File: config.mk
export PLATFORM = sky130hd
export DESIGN_NAME = bus_dma
export DESIGN_NICKNAME = d
export VERILOG_FILES = /design/src/rtl/bus_dma_pkg.sv /design/src/rtl/bus_dma_sizer.sv /design/src/rtl/bus_dma.sv
export SDC_FILE = /design/constraint.sdc
export NUM_CORES = 1
export LEC_CHECK = 0
export ABC_CLOCK_PERIOD_IN_PS = 2900
export BUFFER_PORTS_ARGS = -buffer_cell sky130_fd_sc_hd__buf_2
export CAP_MARGIN = 20
export CORE_MARGIN = 3
export CORE_UTILIZATION = 50
export DETAILED_ROUTE_END_ITERATION = 10
export HOLD_SLACK_MARGIN = 0.02
export PLACE_DENSITY = 0.72
export SLEW_MARGIN = 20
export SYNTH_ARGS = -nofsm -noshare
export SYNTH_HDL_FRONTEND = slang
export SYNTH_SLANG_ARGS = --single-unit
File: constraint.sdc
create_clock -name clk -period 2.9 [get_ports clk]
set_input_delay 0.29 -clock clk [delete_from_list [all_inputs] [get_ports clk]]
set_output_delay 0.29 -clock clk [all_outputs]
set_load 0.02 [all_outputs]
File: src/rtl/bus_dma_pkg.sv
// Shared bus definitions and DMA state type.
//   BUS_WIDTH / BUS_ACC_WIDTH : data bus width and access-size code width
//   BUS_ACC_1B/2B/4B          : access-size codes
//   dma_state_t               : copy-engine state machine states
//   acc_bytes()               : byte count of an access-size code
package bus_dma_pkg;

  localparam int unsigned BUS_WIDTH     = 32;
  localparam int unsigned BUS_ACC_WIDTH = 2;

  typedef logic [BUS_ACC_WIDTH-1:0] bus_acc_t;

  localparam bus_acc_t BUS_ACC_1B = 2'd0;
  localparam bus_acc_t BUS_ACC_2B = 2'd1;
  localparam bus_acc_t BUS_ACC_4B = 2'd2;

  typedef enum logic [2:0] {
    S_IDLE,
    S_RD_REQ,
    S_RD_WAIT,
    S_WR_REQ,
    S_WR_WAIT
  } dma_state_t;

  function automatic logic [2:0] acc_bytes(input bus_acc_t acc);
    case (acc)
      BUS_ACC_4B: return 3'd4;
      BUS_ACC_2B: return 3'd2;
      default:    return 3'd1;
    endcase
  endfunction

endpackage

File: src/rtl/bus_dma_sizer.sv
// Access sizing: picks the widest access allowed by source/destination
// alignment and the remaining byte count.
//   src_lo_i : cur_src[1:0]
//   dst_lo_i : cur_dst[1:0]
//   rem_i    : bytes remaining
//   acc_o    : access-size code
//   n_o      : bytes moved by that access (1, 2 or 4)
module bus_dma_sizer
  import bus_dma_pkg::*;
#(
  parameter int unsigned LEN_WIDTH = 16
) (
  input  logic [1:0]           src_lo_i,
  input  logic [1:0]           dst_lo_i,
  input  logic [LEN_WIDTH-1:0] rem_i,
  output bus_acc_t             acc_o,
  output logic [2:0]           n_o
);

  always_comb begin
    acc_o = BUS_ACC_1B;
    n_o   = 3'd1;
    if (src_lo_i == 2'b00 && dst_lo_i == 2'b00 && rem_i >= LEN_WIDTH'(4)) begin
      acc_o = BUS_ACC_4B;
      n_o   = 3'd4;
    end else if (!src_lo_i[0] && !dst_lo_i[0] && rem_i >= LEN_WIDTH'(2)) begin
      acc_o = BUS_ACC_2B;
      n_o   = 3'd2;
    end
  end

endmodule

File: src/rtl/bus_dma.sv
// Memory-to-memory copy engine acting as a single-cycle bus initiator.
// Alternates read and write accesses of the widest legal size; reports
// completion (done), a rejected access (err via fault) or a responder
// timeout (err via watchdog), with err_addr holding the failing address.
//   clk, rstn          : clock, asynchronous active-low reset
//   start, src, dst, len : launch pulse and copy parameters
//   busy, done, err, err_addr : status
//   addr, w_rb, acc, wdata, req : bus request side
//   rdata, resp, fault : bus response side
module bus_dma
  import bus_dma_pkg::*;
#(
  parameter int unsigned VA_WIDTH  = 24,
  parameter int unsigned LEN_WIDTH = 16,
  parameter int unsigned TIMEOUT   = 15
) (
  input  logic                     clk,
  input  logic                     rstn,
  input  logic                     start,
  input  logic [VA_WIDTH-1:0]      src,
  input  logic [VA_WIDTH-1:0]      dst,
  input  logic [LEN_WIDTH-1:0]     len,
  output logic                     busy,
  output logic                     done,
  output logic                     err,
  output logic [VA_WIDTH-1:0]      err_addr,
  output logic [VA_WIDTH-1:0]      addr,
  output logic                     w_rb,
  output logic [BUS_ACC_WIDTH-1:0] acc,
  output logic [BUS_WIDTH-1:0]     wdata,
  output logic                     req,
  input  logic [BUS_WIDTH-1:0]     rdata,
  input  logic                     resp,
  input  logic                     fault
);

  localparam int unsigned WD_W = $clog2(TIMEOUT + 1);
  localparam logic [WD_W-1:0] WD_LAST = WD_W'(TIMEOUT - 1);

  dma_state_t            state_q, state_d;
  logic [VA_WIDTH-1:0]   cur_src_q, cur_src_d;
  logic [VA_WIDTH-1:0]   cur_dst_q, cur_dst_d;
  logic [LEN_WIDTH-1:0]  rem_q, rem_d;
  logic [VA_WIDTH-1:0]   addr_q, addr_d;
  bus_acc_t              acc_q, acc_d;
  logic                  w_rb_q, w_rb_d;
  logic [BUS_WIDTH-1:0]  data_q, data_d;
  logic [VA_WIDTH-1:0]   err_addr_q, err_addr_d;
  logic                  done_q, done_d;
  logic                  err_q, err_d;
  logic [WD_W-1:0]       wd_q, wd_d;

  bus_acc_t              size_acc;
  logic [2:0]            size_n;
  logic [2:0]            n_q;
  logic [LEN_WIDTH-1:0]  rem_next;

  bus_dma_sizer #(
    .LEN_WIDTH(LEN_WIDTH)
  ) u_sizer (
    .src_lo_i(cur_src_q[1:0]),
    .dst_lo_i(cur_dst_q[1:0]),
    .rem_i   (rem_q),
    .acc_o   (size_acc),
    .n_o     (size_n)
  );

  assign n_q      = acc_bytes(acc_q);
  assign rem_next = rem_q - LEN_WIDTH'(n_q);

  always_comb begin
    state_d    = state_q;
    cur_src_d  = cur_src_q;
    cur_dst_d  = cur_dst_q;
    rem_d      = rem_q;
    addr_d     = addr_q;
    acc_d      = acc_q;
    w_rb_d     = w_rb_q;
    data_d     = data_q;
    err_addr_d = err_addr_q;
    done_d     = 1'b0;
    err_d      = 1'b0;
    wd_d       = '0;

    case (state_q)
      S_IDLE: begin
        if (start) begin
          err_addr_d = '0;
          if (len != '0) begin
            cur_src_d = src;
            cur_dst_d = dst;
            rem_d     = len;
            state_d   = S_RD_REQ;
          end else begin
            done_d = 1'b1;
          end
        end
      end
      S_RD_REQ: begin
        addr_d = cur_src_q;
        acc_d  = size_acc;
        w_rb_d = 1'b0;
        if (fault) begin
          err_d      = 1'b1;
          err_addr_d = cur_src_q;
          state_d    = S_IDLE;
        end else begin
          state_d = S_RD_WAIT;
        end
      end
      S_RD_WAIT: begin
        wd_d = wd_q + 1'b1;
        if (resp) begin
          data_d  = rdata;
          state_d = S_WR_REQ;
        end else if (wd_q == WD_LAST) begin
          err_d      = 1'b1;
          err_addr_d = addr_q;
          state_d    = S_IDLE;
        end
      end
      S_WR_REQ: begin
        addr_d = cur_dst_q;
        w_rb_d = 1'b1;
        if (fault) begin
          err_d      = 1'b1;
          err_addr_d = cur_dst_q;
          state_d    = S_IDLE;
        end else begin
          state_d = S_WR_WAIT;
        end
      end
      S_WR_WAIT: begin
        wd_d = wd_q + 1'b1;
        if (resp) begin
          cur_src_d = cur_src_q + VA_WIDTH'(n_q);
          cur_dst_d = cur_dst_q + VA_WIDTH'(n_q);
          rem_d     = rem_next;
          if (rem_next == '0) begin
            done_d  = 1'b1;
            state_d = S_IDLE;
          end else begin
            state_d = S_RD_REQ;
          end
        end else if (wd_q == WD_LAST) begin
          err_d      = 1'b1;
          err_addr_d = addr_q;
          state_d    = S_IDLE;
        end
      end
      default: state_d = S_IDLE;
    endcase
  end

  always_ff @(posedge clk or negedge rstn) begin
    if (!rstn) begin
      state_q    <= S_IDLE;
      cur_src_q  <= '0;
      cur_dst_q  <= '0;
      rem_q      <= '0;
      addr_q     <= '0;
      acc_q      <= BUS_ACC_1B;
      w_rb_q     <= 1'b0;
      data_q     <= '0;
      err_addr_q <= '0;
      done_q     <= 1'b0;
      err_q      <= 1'b0;
      wd_q       <= '0;
    end else begin
      state_q    <= state_d;
      cur_src_q  <= cur_src_d;
      cur_dst_q  <= cur_dst_d;
      rem_q      <= rem_d;
      addr_q     <= addr_d;
      acc_q      <= acc_d;
      w_rb_q     <= w_rb_d;
      data_q     <= data_d;
      err_addr_q <= err_addr_d;
      done_q     <= done_d;
      err_q      <= err_d;
      wd_q       <= wd_d;
    end
  end

  // Request-phase values are driven straight from the working registers so
  // req and its address appear in the first cycle after start; the _q copies
  // then hold them through the wait states.
  always_comb begin
    addr = addr_q;
    acc  = acc_q;
    w_rb = w_rb_q;
    case (state_q)
      S_RD_REQ: begin
        addr = cur_src_q;
        acc  = size_acc;
        w_rb = 1'b0;
      end
      S_WR_REQ: begin
        addr = cur_dst_q;
        w_rb = 1'b1;
      end
      default: ;
    endcase
  end

  assign req      = (state_q == S_RD_REQ) || (state_q == S_WR_REQ);
  assign busy     = (state_q != S_IDLE);
  assign done     = done_q;
  assign err      = err_q;
  assign err_addr = err_addr_q;
  assign wdata    = data_q;

endmodule
* Word level (Yosys, flattened, before mapping) *
Cells that the tools add are included.

cells by class
  $add $sub $neg = 4
  $lt $le $gt $ge = 2
  equal/unequal tests = 14
  muxes and demuxes = 43
  reduce and logical (&&, ||, !) cells = 21

operator list
  kind                                                   count
  two-way mux 24 bit                                     11
  case mux 24 bit (2 select lines)                       3
  case mux 24 bit (4 select lines)                       1
  adder 24 x 3 -> 24 bit                                 2
  two-way mux 16 bit                                     3
  case mux 16 bit (2 select lines)                       1
  two-way mux 3 bit                                      6
  >= comparator 16 x 2 -> 1 bit (second input constant)  1
  >= comparator 16 x 3 -> 1 bit (second input constant)  1
  zero test 16 bit                                       1
  nonzero test 16 bit                                    1
  subtractor 16 x 3 -> 16 bit                            1
  case mux 3 bit (5 select lines)                        1
  != test 2 bit (second input constant)                  6
  two-way mux 1 bit                                      9
  == test 3 x 2 -> 1 bit (second input constant)         2
  two-way mux 2 bit                                      3
  case mux 1 bit (2 select lines)                        3
  case mux 3 bit (2 select lines)                        1
  AND reduction 6 bit                                    1
  adder 4 x 1 -> 4 bit (second input constant)           1
  == test 4 bit (second input constant)                  1
  logical AND 1 bit                                      4
  zero test 2 bit                                        2
  15 further kinds                                       18

storage, ports and cells
  register bits after elaboration = 156
  input bits = 101
  output and inout port bits = 87
  logic and storage cells = 96

* Logic depth before layout (Yosys ltp) *
  word-level depth = 7
  gate-level depth with buffers = 12
  mapped depth without buffers = 12

* By module *
A second synthesis with hierarchy kept.

second synthesis, totals
  cell total of the unflattened synthesis = 931
  area total of the unflattened synthesis = 8959.8 µm²

by module, submodules not included
  module         instances  cells each  area an instance (µm²)  sequential area each (µm²)
  bus_dma        1          917         8877.3                  3903.7
  bus_dma_sizer  1          14          82.6                    0.0

* Worst setup path before layout *
Ideal clock, no wire load.

  path kind = register to register
  start point = reg acc_q[0]
  end point = reg state_q[0]
  setup time = 119 ps
  data arrival time = 2412 ps
  data required time = 2781 ps
  path slack = 369 ps
  cell stages (with the launch flop) = 12
  path buffers = 0
  clock period less this slack = 2531 ps
  cell sequence = dfrtp_1 inv_1 ha_1 ha_1 fa_1 nor2b_1 nand2b_1 xor2_1 nand2_1 o22ai_1 nand4_1 o21a_1

on the way
  word-level cells in the longest chain between the ends = 7
  elaborated cells on any way between the ends = 8
  classes of those cells = 1 x add/sub; 2 x eq/ne; 4 x mux; 1 x reduce/logical

RTL lines
  what                                                            line               RTL
  start: declaration                                              bus_dma.sv:45      bus_acc_t acc_q, acc_d;
  start signal: assignment                                        bus_dma.sv:162     acc_q <= BUS_ACC_1B;
  start signal: assignment                                        bus_dma.sv:175     acc_q <= acc_d;
  == test 2 x 1 -> 1 bit / == test 2 bit (equally long branches)  bus_dma_pkg.sv:26  case (acc)
  case mux 3 bit (2 select lines) *                               bus_dma_pkg.sv:26
  subtractor 16 x 3 -> 16 bit *                                   bus_dma.sv:69      assign rem_next = rem_q - LEN_WIDTH'(n_q);
  zero test 16 bit *                                              bus_dma.sv:139     if (rem_next == '0) begin
  two-way mux 1 bit *                                             bus_dma.sv:139
  two-way mux 3 bit *                                             bus_dma.sv:135     if (resp) begin
  case mux 3 bit (5 select lines) *                               bus_dma.sv:85      case (state_q)
  end signal: assignment                                          bus_dma.sv:170     state_q <= state_d;
  end: declaration                                                bus_dma.sv:40      dma_state_t state_q, state_d;

Every way passes the cells marked *; elsewhere a longest branch is shown, timed or not.
A chain may end at the register's enable or synchronous reset.

* Worst setup path in the final report *
  start point = reg acc_q[0]
  end point = reg cur_dst_q[18]

on the way
  word-level cells in the longest chain between the ends = 5
  elaborated cells on any way between the ends = 6
  classes of those cells = 1 x add/sub; 2 x eq/ne; 3 x mux

RTL lines
  what                                                            line               RTL
  == test 2 x 1 -> 1 bit / == test 2 bit (equally long branches)  bus_dma_pkg.sv:26
  case mux 3 bit (2 select lines) *                               bus_dma_pkg.sv:26
  adder 24 x 3 -> 24 bit *                                        bus_dma.sv:137     cur_dst_d = cur_dst_q + VA_WIDTH'(n_q);
  two-way mux 24 bit *                                            bus_dma.sv:135
  case mux 24 bit (2 select lines) *                              bus_dma.sv:85
  end signal: assignment                                          bus_dma.sv:172     cur_dst_q <= cur_dst_d;
  end: declaration                                                bus_dma.sv:42      logic [VA_WIDTH-1:0] cur_dst_q, cur_dst_d;

Every way passes the cells marked *; elsewhere a longest branch is shown, timed or not. The select of a mux whose other input is x is not followed.

==> report_table.html <==
<table>
<tr><th>Metric</th><th>Value</th></tr>
<tr><th colspan="2">Status</th></tr>
<tr><td>Result of the run</td><td>finished, final reports clean</td></tr>
<tr><th colspan="2">Route</th></tr>
<tr><td>Residual antenna-violating net count after detailed routing</td><td>0</td></tr>
<tr><td>First-pass DRT Iterations</td><td>5</td></tr>
<tr><td>Routed vias/inst</td><td>5.78</td></tr>
<tr><td>Number of remaining DRC errors</td><td>0</td></tr>
<tr><td>Number of violations reported at the end of detailed-routing iteration 0</td><td>755</td></tr>
<tr><td>WL per Instance</td><td>17.7 um</td></tr>
<tr><td>Total Routed Length</td><td>23600 um</td></tr>
<tr><td>Number of vias after detailed routing</td><td>7725</td></tr>
<tr><th colspan="2">Synthesis</th></tr>
<tr><td>Per-instance average area after synthesis</td><td>8.94 um^2</td></tr>
<tr><td>Mapped Cells</td><td>940</td></tr>
<tr><td>Largest family of logic cells by synthesized area</td><td>compound AO/OA/AOI/OAI gates</td></tr>
<tr><td>Multiplexer area fraction after synthesis</td><td>0.0738</td></tr>
<tr><td>Post-synthesis compound-gate area fraction</td><td>0.221</td></tr>
<tr><td>Combined area of all synthesized cells</td><td>8410 um^2</td></tr>
<tr><td>Most frequently used cell type in the post-synthesis netlist</td><td>dfrtp_1</td></tr>
<tr><td>Biggest area consumer among synthesized cells</td><td>dfrtp_1</td></tr>
<tr><td>Top cells by count, synth</td><td>dfrtp_1 (156), a21oi_1 (128), nand2_1 (125)</td></tr>
<tr><td>Area share of the leading cell type in the synthesized netlist</td><td>0.464</td></tr>
<tr><td>Xor and xnor area share after synthesis</td><td>0.0104</td></tr>
<tr><td>Flip-flop and latch count after synthesis</td><td>156</td></tr>
<tr><td>Number of synthesized flops with an enable pin</td><td>0</td></tr>
<tr><td>Distinct cells, synth</td><td>53</td></tr>
<tr><td>Sequential fraction of the synthesis area</td><td>0.464</td></tr>
<tr><td>YS warnings</td><td>0</td></tr>
<tr><td>Area share of fa/ha/maj cells after synthesis</td><td>0.0265</td></tr>
<tr><td>Asr flop ratio synth</td><td>1.00</td></tr>
<tr><td>Top_reg_cell synth</td><td>dfrtp_1</td></tr>
<tr><td>Top post-synthesis cells by area</td><td>dfrtp_1 (46%), a21oi_1 (7.6%), o21ai_0 (6.0%)</td></tr>
<tr><td>Synthesized-area fraction occupied by and/or/nand/nor cells</td><td>0.166</td></tr>
<tr><td>Post-synth net total</td><td>1057</td></tr>
<tr><th colspan="2">Floorplan</th></tr>
<tr><td>Horizontal extent of the die</td><td>136 um</td></tr>
<tr><td>Vert. Die Dim</td><td>136 um</td></tr>
<tr><td>Die area</td><td>18400 um^2</td></tr>
<tr><td>CORE AREA</td><td>16200 um^2</td></tr>
<tr><td>Site Rows</td><td>46</td></tr>
<tr><td>Boundary Pins</td><td>188</td></tr>
<tr><td>Initial core utilization</td><td>0.520</td></tr>
<tr><th colspan="2">Placement</th></tr>
<tr><td>Cell Count Post-Placement</td><td>1303</td></tr>
<tr><td>Weighted congestion reported at the end of routability-driven placement</td><td>0.891</td></tr>
<tr><td>Placement Setup Slack</td><td>0.0624 ns</td></tr>
<tr><td>Number of I/O port buffers</td><td>187</td></tr>
<tr><td>Placement-stage cell area</td><td>9560 um^2</td></tr>
<tr><td>Placed wire-length estimate</td><td>16900 um</td></tr>
<tr><th colspan="2">STA</th></tr>
<tr><td>Final min period</td><td>2.77 ns</td></tr>
<tr><td>Max-slew violation total from the final report</td><td>0</td></tr>
<tr><td>Count of final hold-check violations</td><td>0</td></tr>
<tr><td>Peak Freq</td><td>360 MHz</td></tr>
<tr><td>Final clock period utilization by the worst path</td><td>0.957</td></tr>
<tr><td>Setup violation total in the final timing report</td><td>0</td></tr>
<tr><td>Worst slew pin tran</td><td>0.631 ns</td></tr>
<tr><td>Worst Setup Slack, final</td><td>0.125 ns</td></tr>
<tr><td>Worst slew margin relative to its limit</td><td>0.579</td></tr>
<tr><td>Clock tree skew after final layout</td><td>0.00843 ns</td></tr>
<tr><th colspan="2">Global routing</th></tr>
<tr><td>Global-route wire length before repair</td><td>36700 um</td></tr>
<tr><td>Largest net degree at the start of global routing</td><td>65</td></tr>
<tr><td>Vias in the first global route</td><td>6961</td></tr>
<tr><td>Total congestion overflow</td><td>0</td></tr>
<tr><td>Antenna violations before repair</td><td>0</td></tr>
<tr><td>All-layer global routing usage</td><td>0.252</td></tr>
<tr><th colspan="2">Critical path</th></tr>
<tr><td>Path type of the worst setup path</td><td>register to register</td></tr>
<tr><td>CP startpoint kind</td><td>register</td></tr>
<tr><td>Arrival time of data at the critical path endpoint</td><td>3.05 ns</td></tr>
<tr><td>Worst Path Required</td><td>3.18 ns</td></tr>
<tr><td>Largest fanout on the critical path</td><td>5</td></tr>
<tr><td>Capturing element type of the critical path</td><td>register</td></tr>
<tr><th colspan="2">Layout</th></tr>
<tr><td>Util after Layout</td><td>0.632</td></tr>
<tr><td>Synthesis-to-finish area growth</td><td>21.5%</td></tr>
<tr><td>Post-route cell area</td><td>10200 um^2</td></tr>
<tr><td>Area used by multi-input combinational logic</td><td>4230 um^2</td></tr>
<tr><td>Layout cells sized above 1</td><td>0.256</td></tr>
<tr><td>Number of fill cells in the layout</td><td>1414</td></tr>
<tr><td>FF/Latch Area</td><td>3900 um^2</td></tr>
<tr><td>Diode insertion count for antenna repair</td><td>0</td></tr>
<tr><td>Net count of the finished layout</td><td>1225</td></tr>
<tr><td>Cell Count, Final, Fillers Out</td><td>1337</td></tr>
<tr><th colspan="2">Clocking</th></tr>
<tr><td>TritonCTS Buffers</td><td>17</td></tr>
<tr><td>Number of sinks on the clock net</td><td>156</td></tr>
<tr><td>Clock insertion delay at the later pin of the skew report</td><td>0.43 ns</td></tr>
<tr><td>TritonCTS clock tree</td><td>built</td></tr>
<tr><td>Maximum count of clock buffers along a single path</td><td>2</td></tr>
<tr><td>CTS clk-pin slew, worst paths</td><td>0.07 ns</td></tr>
<tr><td>Root buffer selected by CTS</td><td>clkbuf_16</td></tr>
<tr><td>Maximum level of the CTS H-tree</td><td>4</td></tr>
<tr><th colspan="2">Power</th></tr>
<tr><td>Leakage power summed over all cells</td><td>4.60 nW</td></tr>
<tr><td>Total power</td><td>12.3 mW</td></tr>
<tr><td>Peak VDD IR</td><td>0.546 mV</td></tr>
<tr><td>Power Dens Cells</td><td>1200 nW/um^2</td></tr>
<tr><th colspan="2">Job</th></tr>
<tr><td>Max-cap violation count</td><td>0</td></tr>
<tr><th colspan="2">Worst hold path</th></tr>
<tr><td>Worst min-delay path category</td><td>primary input to register</td></tr>
</table>
==> report_power, final <==
| part | internal (mW) | leakage (nW) | switching [mW] |
|---|---|---|---|
| logic | 2.20 | 2.42 | 3.70 |
| clock network | 1.31 | 0.292 | 0.954 |
| registers | 3.21 | 1.88 | 0.921 |
| total | 6.71 | 4.60 | 5.58 |
==> through the flow <==
stage          hold slack [ns]  TNS [ns]
2_1_floorplan         -0.00559         0
3_3_place_gp             0.317         0
3_5_place_dp             0.320         0
4_1_cts                 0.0676         0
5_1_grt                 0.0787   -0.0445
6_report                0.0781         0
==> placed cells by master, fill, tap and decap left out, types with 4 or more instances in the layout <==
| cell | instances |
|---|---|
| nand2b_1 | 5 |
| nor3_1 | 11 |
| o21ai_0 | 99 |
| inv_6 | 5 |
| o22ai_1 | 31 |
| nand2_1 | 125 |
| buf_4 | 24 |
| a22o_1 | 24 |
| or3_1 | 4 |
| inv_1 | 17 |
| and3_1 | 10 |
| nor4_1 | 8 |
| clkbuf_16 | 17 |
| mux2_1 | 6 |
| dfrtp_1 | 156 |
| nand3_1 | 21 |
| mux2i_1 | 26 |
| a22oi_1 | 4 |
| o21ai_1 | 5 |
| ha_1 | 12 |
| mux2_2 | 26 |
| a2bb2oi_1 | 5 |
| nor2_1 | 52 |
| nor2b_1 | 28 |
| a21oi_1 | 128 |
| clkinv_4 | 5 |
| nand4_1 | 9 |
| buf_2 | 185 |
| xor2_1 | 7 |
==> final timing paths <==
kind,startpoint,endpoint,slack [ns],cells after the start
max,acc_q[0]$_DFF_PN0_,cur_dst_q[18]$_DFFE_PN0P_,0.13,11
min,rdata[25],wdata[25]$_DFFE_PN0P_,0.08,2
max reg2reg,acc_q[0]$_DFF_PN0_,cur_dst_q[18]$_DFFE_PN0P_,0.13,11
min reg2reg,wdata[25]$_DFFE_PN0P_,wdata[25]$_DFFE_PN0P_,0.48,1
max in group asynchronous,rstn,err_addr[9]$_DFFE_PN0P_,1.59,3
min in group asynchronous,rstn,err_addr[21]$_DFFE_PN0P_,0.42,2
==> critical path, stage by stage (launching register included) <==
cell	delay [ns]
dfrtp_1	0.36
inv_1	0.08
ha_1	0.36
ha_1	0.20
inv_1	0.06
fa_1	0.40
nor2b_2	0.19
o211a_1	0.24
and2_2	0.21
nand3_1	0.17
o32ai_2	0.24
a21oi_1	0.11
==> cells by family after synthesis <==
kind of cell    after synthesis
compound gates              323
xor+xnor                     10
fa+ha+maj                    16
buf+inv                      81
flops                       156
mux                          58
simple gates                296
==> state kept, by name, indices dropped and copies added, names as in the netlist <==
signal / count
state_q: 3
wdata: 32
acc_q: 2
err: 1
addr_q: 24
cur_src_q: 24
wd_q: 4
rem_q: 16
done: 1
cur_dst_q: 24
w_rb_q: 1
err_addr: 24
==> layout make-up <==
cell class              instances  share of cell area
multi-input cells             703               0.414
repair buffers                212               0.112
inverters                      18             0.00661
clock inverters                14              0.0157
well taps                     216              0.0264
flip-flops and latches        156               0.382
clock buffers                  18              0.0430
==> routing by layer <==
layer	up-vias	wire, um	global-route usage
li1	3720	-	-
met1	3648	10900	0.378
met2	334	10500	0.381
met3	23	1840	0.0375
met4	0	379	0.0750
met5	-	0	0
==> what timing repair did <==
action,4_1_cts,5_1_grt
gates resized for setup,1,12
pin swaps,0,1
hold buffers,1,0
buffers inserted,0,1
cloned,0,0
setup endpoints to repair,1,17
hold endpoints to repair,61,0
(Power assumes the default switching activity.)
